## src/rtl/slink_app_pkg.sv

```systemverilog
// ---------------------------------------------------------------------------
// slink_app_pkg
// Shared constants and types for the S-Link application-side packet monitor.
//   SHORT_LONG_THRESHOLD : data IDs below this value are short packets
//   HDR_BYTES            : header bytes per packet (data_id, wc[7:0], wc[15:8])
//   state_t              : receive parser state
// ---------------------------------------------------------------------------
package slink_app_pkg;

  localparam logic [7:0] SHORT_LONG_THRESHOLD = 8'h20;
  localparam int         HDR_BYTES            = 3;

  typedef enum logic {
    IDLE    = 1'b0,
    PAYLOAD = 1'b1
  } state_t;

  function automatic logic is_long_pkt(input logic [7:0] data_id);
    return (data_id >= SHORT_LONG_THRESHOLD);
  endfunction

endpackage

```

## src/rtl/slink_exp_byte_fifo.sv

```systemverilog
// ---------------------------------------------------------------------------
// slink_exp_byte_fifo
// Expected-byte FIFO: one push per cycle, 0..PEEK pops per cycle, with the
// first PEEK entries visible combinationally so a whole beat can be compared
// against the head in one cycle.
// Ports:
//   link_clk   : clock, rising edge
//   link_reset : asynchronous active-low reset (empties the FIFO)
//   i_push     : push i_byte (dropped when full, flagged on o_drop)
//   i_byte     : byte to push
//   i_pop_cnt  : number of entries to pop this cycle (must not exceed level)
//   o_peek     : entries rd_ptr+0 .. rd_ptr+PEEK-1, entry k at [8k+7:8k]
//   o_level    : occupancy
//   o_full     : level == DEPTH
//   o_empty    : level == 0
//   o_drop     : push attempted while full (this cycle)
// ---------------------------------------------------------------------------
module slink_exp_byte_fifo #(
  parameter  int DEPTH = 64,
  parameter  int PEEK  = 7,
  localparam int AW    = $clog2(DEPTH),
  localparam int LW    = $clog2(DEPTH) + 1,
  localparam int PW    = $clog2(PEEK + 1)
) (
  input  logic              link_clk,
  input  logic              link_reset,
  input  logic              i_push,
  input  logic [7:0]        i_byte,
  input  logic [PW-1:0]     i_pop_cnt,
  output logic [PEEK*8-1:0] o_peek,
  output logic [LW-1:0]     o_level,
  output logic              o_full,
  output logic              o_empty,
  output logic              o_drop
);

  logic [7:0]    r_mem [DEPTH];
  logic [AW-1:0] r_wr_ptr;
  logic [AW-1:0] r_rd_ptr;
  logic [LW-1:0] r_level;
  logic          w_push_ok;

  // Fullness is judged before this cycle's pops, so a push into a full FIFO
  // is dropped even if entries leave in the same cycle.
  assign w_push_ok = i_push && (r_level != LW'(DEPTH));
  assign o_drop    = i_push && !w_push_ok;
  assign o_level   = r_level;
  assign o_full    = (r_level == LW'(DEPTH));
  assign o_empty   = (r_level == '0);

  // Storage carries no reset; validity is tracked by the pointers alone.
  always_ff @(posedge link_clk) begin
    if (w_push_ok) begin
      r_mem[r_wr_ptr] <= i_byte;
    end
  end

  always_ff @(posedge link_clk or negedge link_reset) begin
    if (!link_reset) begin
      r_wr_ptr <= '0;
      r_rd_ptr <= '0;
      r_level  <= '0;
    end else begin
      if (w_push_ok) begin
        r_wr_ptr <= r_wr_ptr + 1'b1;
      end
      r_rd_ptr <= r_rd_ptr + AW'(i_pop_cnt);
      r_level  <= r_level + LW'(w_push_ok) - LW'(i_pop_cnt);
    end
  end

  // Power-of-two depth: pointer arithmetic wraps naturally.
  genvar gi;
  generate
    for (gi = 0; gi < PEEK; gi++) begin : g_peek
      assign o_peek[gi*8 +: 8] = r_mem[r_rd_ptr + AW'(gi)];
    end
  endgenerate

endmodule

```

## src/rtl/slink_app_pkt_monitor.sv

```systemverilog
// ---------------------------------------------------------------------------
// slink_app_pkt_monitor
// Receive-side checker for the S-Link application interface. Expected bytes
// are queued in a FIFO; every received packet (header + payload) is compared
// byte-by-byte against the FIFO head and error statistics are accumulated.
// Ports:
//   link_clk, link_reset       : clock / async active-low reset
//   exp_push, exp_byte         : expected-byte stream into the FIFO
//   rx_sop, rx_data_id,
//   rx_word_count, rx_app_data,
//   rx_valid, rx_crc_corrupted : RX app interface being checked
//   exp_level/full/empty       : FIFO status
//   pkt_done                   : one-cycle pulse per completed packet
//   *_count                    : saturating statistics counters
//   overflow                   : sticky, push seen while FIFO full
//   error                      : any nonzero error counter or overflow
// ---------------------------------------------------------------------------
module slink_app_pkt_monitor
  import slink_app_pkg::*;
#(
  parameter int APP_DATA_WIDTH = 32,
  parameter int EXP_DEPTH      = 64,
  parameter int CNT_WIDTH      = 16
) (
  input  logic                      link_clk,
  input  logic                      link_reset,
  input  logic                      exp_push,
  input  logic [7:0]                exp_byte,
  input  logic                      rx_sop,
  input  logic [7:0]                rx_data_id,
  input  logic [15:0]               rx_word_count,
  input  logic [APP_DATA_WIDTH-1:0] rx_app_data,
  input  logic                      rx_valid,
  input  logic                      rx_crc_corrupted,
  output logic [$clog2(EXP_DEPTH):0] exp_level,
  output logic                      exp_full,
  output logic                      exp_empty,
  output logic                      pkt_done,
  output logic [CNT_WIDTH-1:0]      pkt_count,
  output logic [CNT_WIDTH-1:0]      mismatch_count,
  output logic [CNT_WIDTH-1:0]      underflow_count,
  output logic [CNT_WIDTH-1:0]      crc_err_count,
  output logic [CNT_WIDTH-1:0]      sop_err_count,
  output logic                      overflow,
  output logic                      error
);

  localparam int NB   = APP_DATA_WIDTH / 8;
  localparam int NCMP = NB + HDR_BYTES;
  localparam int PW   = $clog2(NCMP + 1);
  localparam int LW   = $clog2(EXP_DEPTH) + 1;

  function automatic logic [CNT_WIDTH-1:0] sat_add(input logic [CNT_WIDTH-1:0] a,
                                                   input logic [PW-1:0] b);
    logic [CNT_WIDTH:0] s;
    s = {1'b0, a} + (CNT_WIDTH + 1)'(b);
    return s[CNT_WIDTH] ? '1 : s[CNT_WIDTH-1:0];
  endfunction

  state_t               r_state;
  logic [15:0]          r_rem;
  logic                 r_crc;
  logic                 r_done;
  logic                 r_overflow;
  logic                 r_error;
  logic [CNT_WIDTH-1:0] r_pkt_cnt, r_mis_cnt, r_und_cnt, r_crc_cnt, r_sop_cnt;

  logic [NCMP*8-1:0]    w_cmp_bytes;
  logic [NCMP*8-1:0]    w_peek;
  logic [NCMP-1:0]      w_mis_bit;
  logic [LW-1:0]        w_level;
  logic                 w_full, w_empty, w_drop;
  logic                 w_sop_beat, w_pay_beat, w_stray_beat, w_long, w_sop_err;
  logic [PW-1:0]        w_n, w_avail, w_under, w_mis;
  logic                 w_done, w_crc_hit, w_crc_next;
  state_t               w_state_next;
  logic [15:0]          w_rem_next;
  logic [CNT_WIDTH-1:0] w_pkt_next, w_mis_next, w_und_next, w_crc_cnt_next, w_sop_next;
  logic                 w_overflow_next;

  slink_exp_byte_fifo #(
    .DEPTH (EXP_DEPTH),
    .PEEK  (NCMP)
  ) u_fifo (
    .link_clk   (link_clk),
    .link_reset (link_reset),
    .i_push     (exp_push),
    .i_byte     (exp_byte),
    .i_pop_cnt  (w_avail),
    .o_peek     (w_peek),
    .o_level    (w_level),
    .o_full     (w_full),
    .o_empty    (w_empty),
    .o_drop     (w_drop)
  );

  assign w_sop_beat   = rx_valid && rx_sop;
  assign w_pay_beat   = rx_valid && !rx_sop && (r_state == PAYLOAD);
  assign w_stray_beat = rx_valid && !rx_sop && (r_state == IDLE);
  assign w_long       = is_long_pkt(rx_data_id);
  // A sop arriving mid-payload abandons the old packet; it is then parsed as new.
  assign w_sop_err    = (w_sop_beat && (r_state == PAYLOAD)) || w_stray_beat;

  // Byte k of the beat lines up with FIFO entry rd_ptr+k. On a sop beat the
  // header occupies slots 0..2 and payload lanes follow; on a payload beat
  // the lanes start at slot 0.
  genvar gi;
  generate
    for (gi = 0; gi < NCMP; gi++) begin : g_cmp
      logic [7:0] w_sop_byte;
      logic [7:0] w_pay_byte;
      if (gi == 0) begin : g_di
        assign w_sop_byte = rx_data_id;
      end else if (gi == 1) begin : g_wcl
        assign w_sop_byte = rx_word_count[7:0];
      end else if (gi == 2) begin : g_wch
        assign w_sop_byte = rx_word_count[15:8];
      end else begin : g_sl
        assign w_sop_byte = rx_app_data[(gi-HDR_BYTES)*8 +: 8];
      end
      if (gi < NB) begin : g_lane
        assign w_pay_byte = rx_app_data[gi*8 +: 8];
      end else begin : g_pad
        assign w_pay_byte = 8'h00;
      end
      assign w_cmp_bytes[gi*8 +: 8] = w_sop_beat ? w_sop_byte : w_pay_byte;
      assign w_mis_bit[gi] = (PW'(gi) < w_avail) &&
                             (w_cmp_bytes[gi*8 +: 8] != w_peek[gi*8 +: 8]);
    end
  endgenerate

  // Parser: how many bytes this beat carries and where the packet goes next.
  always_comb begin
    w_n          = '0;
    w_done       = 1'b0;
    w_crc_hit    = 1'b0;
    w_crc_next   = r_crc;
    w_state_next = r_state;
    w_rem_next   = r_rem;
    if (w_sop_beat) begin
      // Sticky CRC bit restarts on every sop, including this beat's flag.
      w_crc_next = rx_crc_corrupted;
      if (!w_long) begin
        w_n          = PW'(HDR_BYTES);
        w_done       = 1'b1;
        w_state_next = IDLE;
      end else if (rx_word_count <= 16'(NB)) begin
        w_n          = PW'(HDR_BYTES) + PW'(rx_word_count);
        w_done       = 1'b1;
        w_crc_hit    = rx_crc_corrupted;
        w_state_next = IDLE;
      end else begin
        w_n          = PW'(NCMP);
        w_rem_next   = rx_word_count - 16'(NB);
        w_state_next = PAYLOAD;
      end
    end else if (w_pay_beat) begin
      w_crc_next = r_crc | rx_crc_corrupted;
      if (r_rem <= 16'(NB)) begin
        w_n          = PW'(r_rem);
        w_done       = 1'b1;
        w_crc_hit    = w_crc_next;
        w_state_next = IDLE;
      end else begin
        w_n        = PW'(NB);
        w_rem_next = r_rem - 16'(NB);
      end
    end
  end

  // Only bytes that have a FIFO entry are compared and popped; the rest count
  // as underflow.
  always_comb begin
    w_avail = (LW'(w_n) <= w_level) ? w_n : PW'(w_level);
    w_under = w_n - w_avail;
    w_mis   = '0;
    for (int k = 0; k < NCMP; k++) begin
      w_mis = w_mis + PW'(w_mis_bit[k]);
    end
  end

  assign w_pkt_next      = sat_add(r_pkt_cnt, PW'(w_done));
  assign w_mis_next      = sat_add(r_mis_cnt, w_mis);
  assign w_und_next      = sat_add(r_und_cnt, w_under);
  assign w_crc_cnt_next  = sat_add(r_crc_cnt, PW'(w_crc_hit));
  assign w_sop_next      = sat_add(r_sop_cnt, PW'(w_sop_err));
  assign w_overflow_next = r_overflow | w_drop;

  always_ff @(posedge link_clk or negedge link_reset) begin
    if (!link_reset) begin
      r_state    <= IDLE;
      r_rem      <= '0;
      r_crc      <= 1'b0;
      r_done     <= 1'b0;
      r_overflow <= 1'b0;
      r_error    <= 1'b0;
      r_pkt_cnt  <= '0;
      r_mis_cnt  <= '0;
      r_und_cnt  <= '0;
      r_crc_cnt  <= '0;
      r_sop_cnt  <= '0;
    end else begin
      r_state    <= w_state_next;
      r_rem      <= w_rem_next;
      r_crc      <= w_crc_next;
      r_done     <= w_done;
      r_overflow <= w_overflow_next;
      r_pkt_cnt  <= w_pkt_next;
      r_mis_cnt  <= w_mis_next;
      r_und_cnt  <= w_und_next;
      r_crc_cnt  <= w_crc_cnt_next;
      r_sop_cnt  <= w_sop_next;
      // Built from next-state values so error lines up with the counters.
      r_error    <= w_overflow_next || (w_mis_next != '0) || (w_und_next != '0) ||
                    (w_crc_cnt_next != '0) || (w_sop_next != '0);
    end
  end

  assign exp_level       = w_level;
  assign exp_full        = w_full;
  assign exp_empty       = w_empty;
  assign pkt_done        = r_done;
  assign pkt_count       = r_pkt_cnt;
  assign mismatch_count  = r_mis_cnt;
  assign underflow_count = r_und_cnt;
  assign crc_err_count   = r_crc_cnt;
  assign sop_err_count   = r_sop_cnt;
  assign overflow        = r_overflow;
  assign error           = r_error;

endmodule

```

## config.mk

```make
export PLATFORM = sky130hd
export DESIGN_NAME = slink_app_pkt_monitor
export DESIGN_NICKNAME = d
export VERILOG_FILES = /design/src/rtl/slink_app_pkg.sv /design/src/rtl/slink_exp_byte_fifo.sv /design/src/rtl/slink_app_pkt_monitor.sv
export SDC_FILE = /design/constraint.sdc
export NUM_CORES = 2
export LEC_CHECK = 0
export CORE_AREA = 2 2 361 363
export CTS_BUF_LIST = sky130_fd_sc_hd__clkbuf_8 sky130_fd_sc_hd__clkbuf_16
export DETAILED_ROUTE_END_ITERATION = 7
export DIE_AREA = 0 0 363 365
export PLACE_DENSITY_LB_ADDON = 0.08
export RECOVER_POWER = 100
export SLEW_MARGIN = 15
export SYNTH_ARGS = -nofsm -noshare
export SYNTH_HDL_FRONTEND = slang
export SYNTH_HIERARCHICAL = 1
export SYNTH_SLANG_ARGS = --single-unit
```

## constraint.sdc

```tcl
create_clock -name link_clk -period 21.6 [get_ports link_clk]
set_input_delay 3.24 -clock link_clk [delete_from_list [all_inputs] [get_ports link_clk]]
set_output_delay 3.24 -clock link_clk [all_outputs]
set_load 0.1 [all_outputs]
```

# --- Yosys cells after proc, flatten, opt, wreduce, memory -nomap -nowiden ---
# Memory sizes are Yosys's and may differ from the RTL's.
# Index checks and enable logic that the tools add are counted.
totals:
  register_bits: 120
  out_inout_bits: 92
  wordCells: 138
  mem_bits_rw: 512
  latchBits: 0
  mem_count: 1
  rom_bits: 0
mem_list:
  columns: ["name", "words", "word_bits", "rd", "rd_ports_with_merged_regs", "write_ports", "line", "source"]
  rows:
  - ["u_fifo.r_mem", 64, 8, 7, 0, 1, "slink_exp_byte_fifo.sv:37", "logic [7:0] r_mem [DEPTH];"]
classes:
  mul: 0
  shifts: 0
  n_lt_le_gt_ge: 11
  n_eq_ne: 12
  mux: 42
  n_reduce_logical: 30
  n_addsub: 25
  bitwise_logic: 3
  div: 0
op_table:
  columns: ["operator", "count"]
  rows:
  - ["$mux 16", 10]
  - ["$reduce_bool 16->1", 4]
  - ["$mux 8", 7]
  - ["$ne 8x8->1", 7]
  - ["$add 16x1->17", 3]
  - ["$add 16x3->17", 2]
  - ["$le 16x3->1 const B", 2]
  - ["$sub 16x3->16 const B", 2]
  - ["$mux 1", 19]
  - ["$add 6x3->6 const B", 3]
  - ["$mux 3", 6]
  - ["$logic_and 1x1->1", 14]
  - ["$add 3x1->3", 4]
  - ["$add 6x1->6 const B", 2]
  - ["$add 6x2->6 const B", 2]
  - ["$lt 3x3->1 const A", 3]
  - ["$ge 8x6->1 const B", 1]
  - ["$add 7x1->7", 1]
  - ["$eq 7x7->1 const B", 1]
  - ["$le 3x7->1", 1]
  - ["$logic_not 7->1", 1]
  - ["$ne 7x7->1 const B", 1]
  - ["$sub 7x3->7", 1]
  - ["$add 6x3->6", 1]
  - ["other kinds (15)", 25]

# --- Longest topological paths before layout ---
depth:
  depth_word: 22
  depth_mapped: 35
  ltp_nobuf: 29

# --- By module ---
# Netlist, hierarchy kept.
by_module_without_submodules:
  columns: ["mod", "area_per_inst_um2", "cells_per_inst", "n_inst"]
  rows:
  - ["slink_exp_byte_fifo", 37260.7, 2401, 1]
  - ["slink_app_pkt_monitor", 7384.6, 847, 1]

# --- Least setup slack after synthesis ---
# Ideal clock, no wire load.
synth_timing:
  path_type: "input -> register"
  from: "input rx_word_count[10]"
  to: "register r_error, in the netlist error"
  required_time_ns: 21.462
  arrival_ns: 9.713
  setup_time_ns: 0.138
  cell_stages: 24
  n_path_buf: 0
  path_slack_ns: 11.749
  cell_sequence: "nor4_4 > nor4b_4 > nand2_1 > o311a_1 > ha_1 > a21oi_1 > a311oi_1 > mux2i_1 > inv_1 > o32a_1 > fa_1 > inv_1 > fa_1 > inv_1 > fa_1 > ha_1 > fa_1 > a211oi_1 > nor3_1 > and3_1 > xnor2_1 > nand4b_1 > nor4_1 > nand4_1"
synth_between:
  elab_chain_cells: 21
  word_cells_on_any_way: 45
  classes_between: "10 x add/sub; 9 x order compare; 1 x eq/ne; 11 x mux; 14 x reduce/logical"
synth_lines:
  columns: ["item", "line", "source"]
  rows:
  - ["start: declaration", "slink_app_pkt_monitor.sv:31", "input logic [15:0] rx_word_count,"]
  - ["$le 16x3->1 (*)", "slink_app_pkt_monitor.sv:147", "end else if (rx_word_count <= 16'(NB)) begin"]
  - ["$mux 3 (*)", "slink_app_pkt_monitor.sv:147", null]
  - ["$mux 3 (*)", "slink_app_pkt_monitor.sv:143", "if (!w_long) begin"]
  - ["$mux 3 (*)", "slink_app_pkt_monitor.sv:140", "if (w_sop_beat) begin"]
  - ["$le 3x7->1", "slink_app_pkt_monitor.sv:174", "w_avail = (LW'(w_n) <= w_level) ? w_n : PW'(w_level);"]
  - ["$mux 3 (*)", "slink_app_pkt_monitor.sv:174", null]
  - ["via w_avail[1]", "slink_app_pkt_monitor.sv:74", "logic [PW-1:0] w_n, w_avail, w_under, w_mis;"]
  - ["$lt 1x3->1", "slink_app_pkt_monitor.sv:127", "assign w_mis_bit[gi] = (PW'(gi) < w_avail) &&"]
  - ["[... 2 more ...]", null, null]
  - ["$add 2x1->3", "slink_app_pkt_monitor.sv:178", "w_mis = w_mis + PW'(w_mis_bit[k]);"]
  - ["$add 3x1->3 (4 in a row)", "slink_app_pkt_monitor.sv:178", null]
  - ["$add 16x3->17", "slink_app_pkt_monitor.sv:56", "s = {1'b0, a} + (CNT_WIDTH + 1)'(b);"]
  - ["$mux 16", "slink_app_pkt_monitor.sv:57", "return s[CNT_WIDTH] ? '1 : s[CNT_WIDTH-1:0];"]
  - ["$reduce_bool 16->1", "slink_app_pkt_monitor.sv:214", "r_error <= w_overflow_next || (w_mis_next != '0) || (w_und_next != '0) ||"]
  - ["$logic_or 1x1->1", "slink_app_pkt_monitor.sv:214", null]
  - ["$logic_or 1x1->1 (*) (2 in a row)", "slink_app_pkt_monitor.sv:214", null]
  - ["$logic_or 1x1->1 (*)", "slink_app_pkt_monitor.sv:215", "(w_crc_cnt_next != '0) || (w_sop_next != '0);"]
  - ["end signal: assignment", "slink_app_pkt_monitor.sv:214", null]
  - ["end: declaration", "slink_app_pkt_monitor.sv:65", "logic r_error;"]
# Mark *: on every way through the listed nets, which the timed path passes. The rest lies on a longest branch.
# A chain may end at the register's enable or synchronous reset.

# --- Worst setup path after layout ---
layout_timing:
  from: "input rx_sop"
  to: "register r_error, in the netlist error"
layout_between:
  elab_chain_cells: 22
  word_cells_on_any_way: 64
  classes_between: "11 x add/sub; 8 x order compare; 7 x eq/ne; 16 x mux; 22 x reduce/logical"
layout_lines:
  columns: ["item", "line", "source"]
  rows:
  - ["start: declaration", "slink_app_pkt_monitor.sv:29", "input logic rx_sop,"]
  - ["$logic_not 1->1", "slink_app_pkt_monitor.sv:98", "assign w_pay_beat = rx_valid && !rx_sop && (r_state == PAYLOAD);"]
  - ["$logic_and 1x1->1 (2 in a row)", "slink_app_pkt_monitor.sv:98", null]
  - ["$mux 3", "slink_app_pkt_monitor.sv:157", "end else if (w_pay_beat) begin"]
  - ["$mux 3 (*)", "slink_app_pkt_monitor.sv:140", null]
  - ["$le 3x7->1", "slink_app_pkt_monitor.sv:174", null]
  - ["$mux 3 (*)", "slink_app_pkt_monitor.sv:174", null]
  - ["via w_avail[1]", "slink_app_pkt_monitor.sv:74", null]
  - ["$lt 1x3->1", "slink_app_pkt_monitor.sv:127", null]
  - ["[... 2 more ...]", null, null]
  - ["$add 2x1->3", "slink_app_pkt_monitor.sv:178", null]
  - ["$add 3x1->3 (4 in a row)", "slink_app_pkt_monitor.sv:178", null]
  - ["$add 16x3->17", "slink_app_pkt_monitor.sv:56", null]
  - ["$mux 16", "slink_app_pkt_monitor.sv:57", null]
  - ["$reduce_bool 16->1", "slink_app_pkt_monitor.sv:214", null]
  - ["$logic_or 1x1->1", "slink_app_pkt_monitor.sv:214", null]
  - ["$logic_or 1x1->1 (*) (2 in a row)", "slink_app_pkt_monitor.sv:214", null]
  - ["$logic_or 1x1->1 (*)", "slink_app_pkt_monitor.sv:215", null]
# Marks and branches as above.

==> results.sh <==
export IMPL_outcome="finished, violations left"
export IMPL_violations="max-capacitance violations, max-slew violations"
export IMPL_setup_slack_ns=8.74
export IMPL_postLayoutCoreUtil=0.393
export IMPL_area_growth_syn_to_layout_pct=13.3
export IMPL_gp_congestion=1.02
export IMPL_num_io_pins=162
export IMPL_synth_edf_count=512
export IMPL_worstSkewPairLatency_ns=0.73
export IMPL_grt_max_degree=125
export IMPL_skew_ns=0.0372
export IMPL_asyncSetResetFlopFracSynth=0.190
export IMPL_antenna_left=0
export IMPL_htree_num_levels=3
export IMPL_worstHoldPathCells=2
export IMPL_r2r_slack_ns=11.25
export IMPL_cp_startpoint="rx_sop"
export IMPL_slew_violations=761
export IMPL_min_to="r_crc"
export IMPL_cts_root_buf="clkbuf_16"
export IMPL_ys_types=81
export IMPL_grt_pass1_vias=32503
export IMPL_netlist_area_um2=44600
export IMPL_synth_area_leader_cell="edfxtp_1"
export IMPL_regArea_um2=18400
export IMPL_holdWs_ns=0.499
export IMPL_r2r_end="error"
export IMPL_die_w_um=363
export IMPL_grt_pass1_wl_um=267000
export IMPL_reg2reg_from="u_fifo/r_rd_ptr[0]"
export IMPL_r2r_cells=25
export IMPL_wl_per_cell_um=38.3
export IMPL_drtIter0Drc=4620
export IMPL_relSlewSlack=-1.73
export IMPL_cts_repair_resized=0
export IMPL_post_cts_setup_buffers=0
export IMPL_nFillCells=11965
export IMPL_place_ws_ns=10.01
export IMPL_vias=33920
export IMPL_cp_start_kind="input port"
export IMPL_clk_pin_slew_ns=0.06
export IMPL_hold_start="r_crc"
export IMPL_totalNegativeSetupSlack_ns=0
export IMPL_firstDrtPassIters=6
export IMPL_hold_class="reg -> reg"
export IMPL_row_count=132
export IMPL_ys_top_cells_by_area="edfxtp_1 (34%), mux4_2 (32%), dfrtp_1 (6.7%)"
export IMPL_worst_pin_slew_ns=4.10
export IMPL_postSynthAreaPerCell_um2=13.7
export IMPL_syn_nets=3374
export IMPL_drive_gt1_frac=0.263
export IMPL_die_area_um2=132000
export IMPL_die_height_um=365
export IMPL_synth_most_common_cell="mux4_2"
export IMPL_globalRoute_totalOverflow=0
export IMPL_viasPerCell=6.67
export IMPL_synth_seq_cells=632
export IMPL_hold_buffers=0
export IMPL_coreArea_um2=129000
export IMPL_worstSetupEndpointType="flop"
export IMPL_drc=0
export IMPL_yosysTopAreaCellShare=0.344
export IMPL_nets=3471
export IMPL_syn_instance_count=3248
export IMPL_place_hpwl_um=143000
export IMPL_initial_utilization=0.347
export IMPL_totalWireLength_um=195000
export IMPL_ys_flop_type="edfxtp_1"
export IMPL_multiInputGateArea_um2=25000
export IMPL_ys_seq_area_frac=0.412
export IMPL_cts_tree="done"
export IMPL_yosysWarningCount=6
export IMPL_grt_usage=0.292
export IMPL_min_period_over_period=0.596
export IMPL_path_class="in -> reg"
export IMPL_rsz0062_at_grt="no"
export IMPL_fmax_mhz=77.7
export IMPL_cp_max_fo=43
export IMPL_post_route_min_period_ns=12.86
export IMPL_synth_commonest_cells="mux4_2 (631), edfxtp_1 (512), nand2_1 (380)"
export IMPL_cts_buffers=81
export IMPL_cts_sinks=632
export IMPL_maxCapViolations=18
export IMPL_numPortBuffers=161
export IMPL_clock_path_buffers=3
export IMPL_worstPathArrival_ns=13.51
export IMPL_setup_viol=0
export IMPL_grt_antenna_before_repair=14
export IMPL_required_ns=22.24
export IMPL_hold_viol_final=0
[how the worst max path moves through the flow]
stage	to	slack, ns	cells after the start
6_report	error	8.74	25
5_1_grt	error	7.98	25
4_1_cts	error	10.73	24
3_5_place_dp	error	10.01	24
3_3_place_gp	error	10.05	25
2_1_floorplan	error	11.75	24
[registers in the layout, indices dropped and copies added (netlist names), 6 cells and up]
signal	cells
u_fifo/r_mem	512
underflow_count	16
mismatch_count	16
sop_err_count	16
pkt_count	16
r_rem	16
u_fifo/r_rd_ptr	6
crc_err_count	16
u_fifo/o_level	7
u_fifo/r_wr_ptr	6
[cell type report]
cell class,instances,area share
Multi-Input combinational cell,2309,0.494
Sequential cell,632,0.364
Timing Repair Buffer,266,0.0442
Tap cell,1675,0.0414
Clock buffer,82,0.0406
Clock inverter,65,0.0123
Inverter,55,0.00408
Antenna cell,3,0.000148
[kinds of logic after synthesis]
group                    Yosys count  share of synthesized area
flip-flops                       632                      0.412
AO/OA/AOI/OAI                    413                     0.0628
adder cells (fa/ha/maj)           56                     0.0170
buffers and inverters            307                     0.0335
XOR/XNOR                         144                     0.0286
AND/OR/NAND/NOR                  933                     0.0978
multiplexers                     763                      0.349
[routing by layer]
layer	global-route usage	share of wire
met1	0.373	0.38
met2	0.465	0.46
met4	0.141	0.055
met3	0.0720	0.099
met5	0	0.00041
[worst max-delay path, stage by stage]
cell and delay (ns):
dlygate4sd3_1 0.63, nand2_1 0.98, clkbuf_1 1.72, nand4_1 0.33, o311a_1 0.32, ha_1 0.33, a21oi_1 0.06, a311oi_1 0.65
mux2i_1 0.46, inv_1 0.18, o32a_1 0.35, fa_1 0.50, inv_1 0.06, fa_1 0.53, inv_1 0.05, fa_1 0.54
ha_1 0.19, fa_1 0.23, a211oi_1 0.12, nor3_1 0.66, nand3_1 0.63, and2_0 0.35, nand4_1 0.10, and4b_1 0.20
nand4_1 0.07
[cell usage in the layout, fill, tap and decap left out, types with 57 or more instances in the layout]
cell type	count
a21oi_1	80
buf_4	65
clkbuf_16	82
clkdlybuf4s50_1	57
dfrtp_1	116
dlygate4sd3_1	95
edfxtp_1	512
inv_1	63
mux2i_1	109
mux4_2	631
nand2_1	380
nand3_1	155
nor2_1	167
o21ai_0	61
xnor2_1	93
[through the flow]
stage	instance area [um2]	std cells
floorplan	44600	3248
CTS	50800	5084
global route	50600	5084
detailed placement	48100	4937
global placement	48100	4937
finish	50600	5087
Power is not shown: default switching activity piles up to over one toggle a cycle in this logic, so the estimate is an artifact.
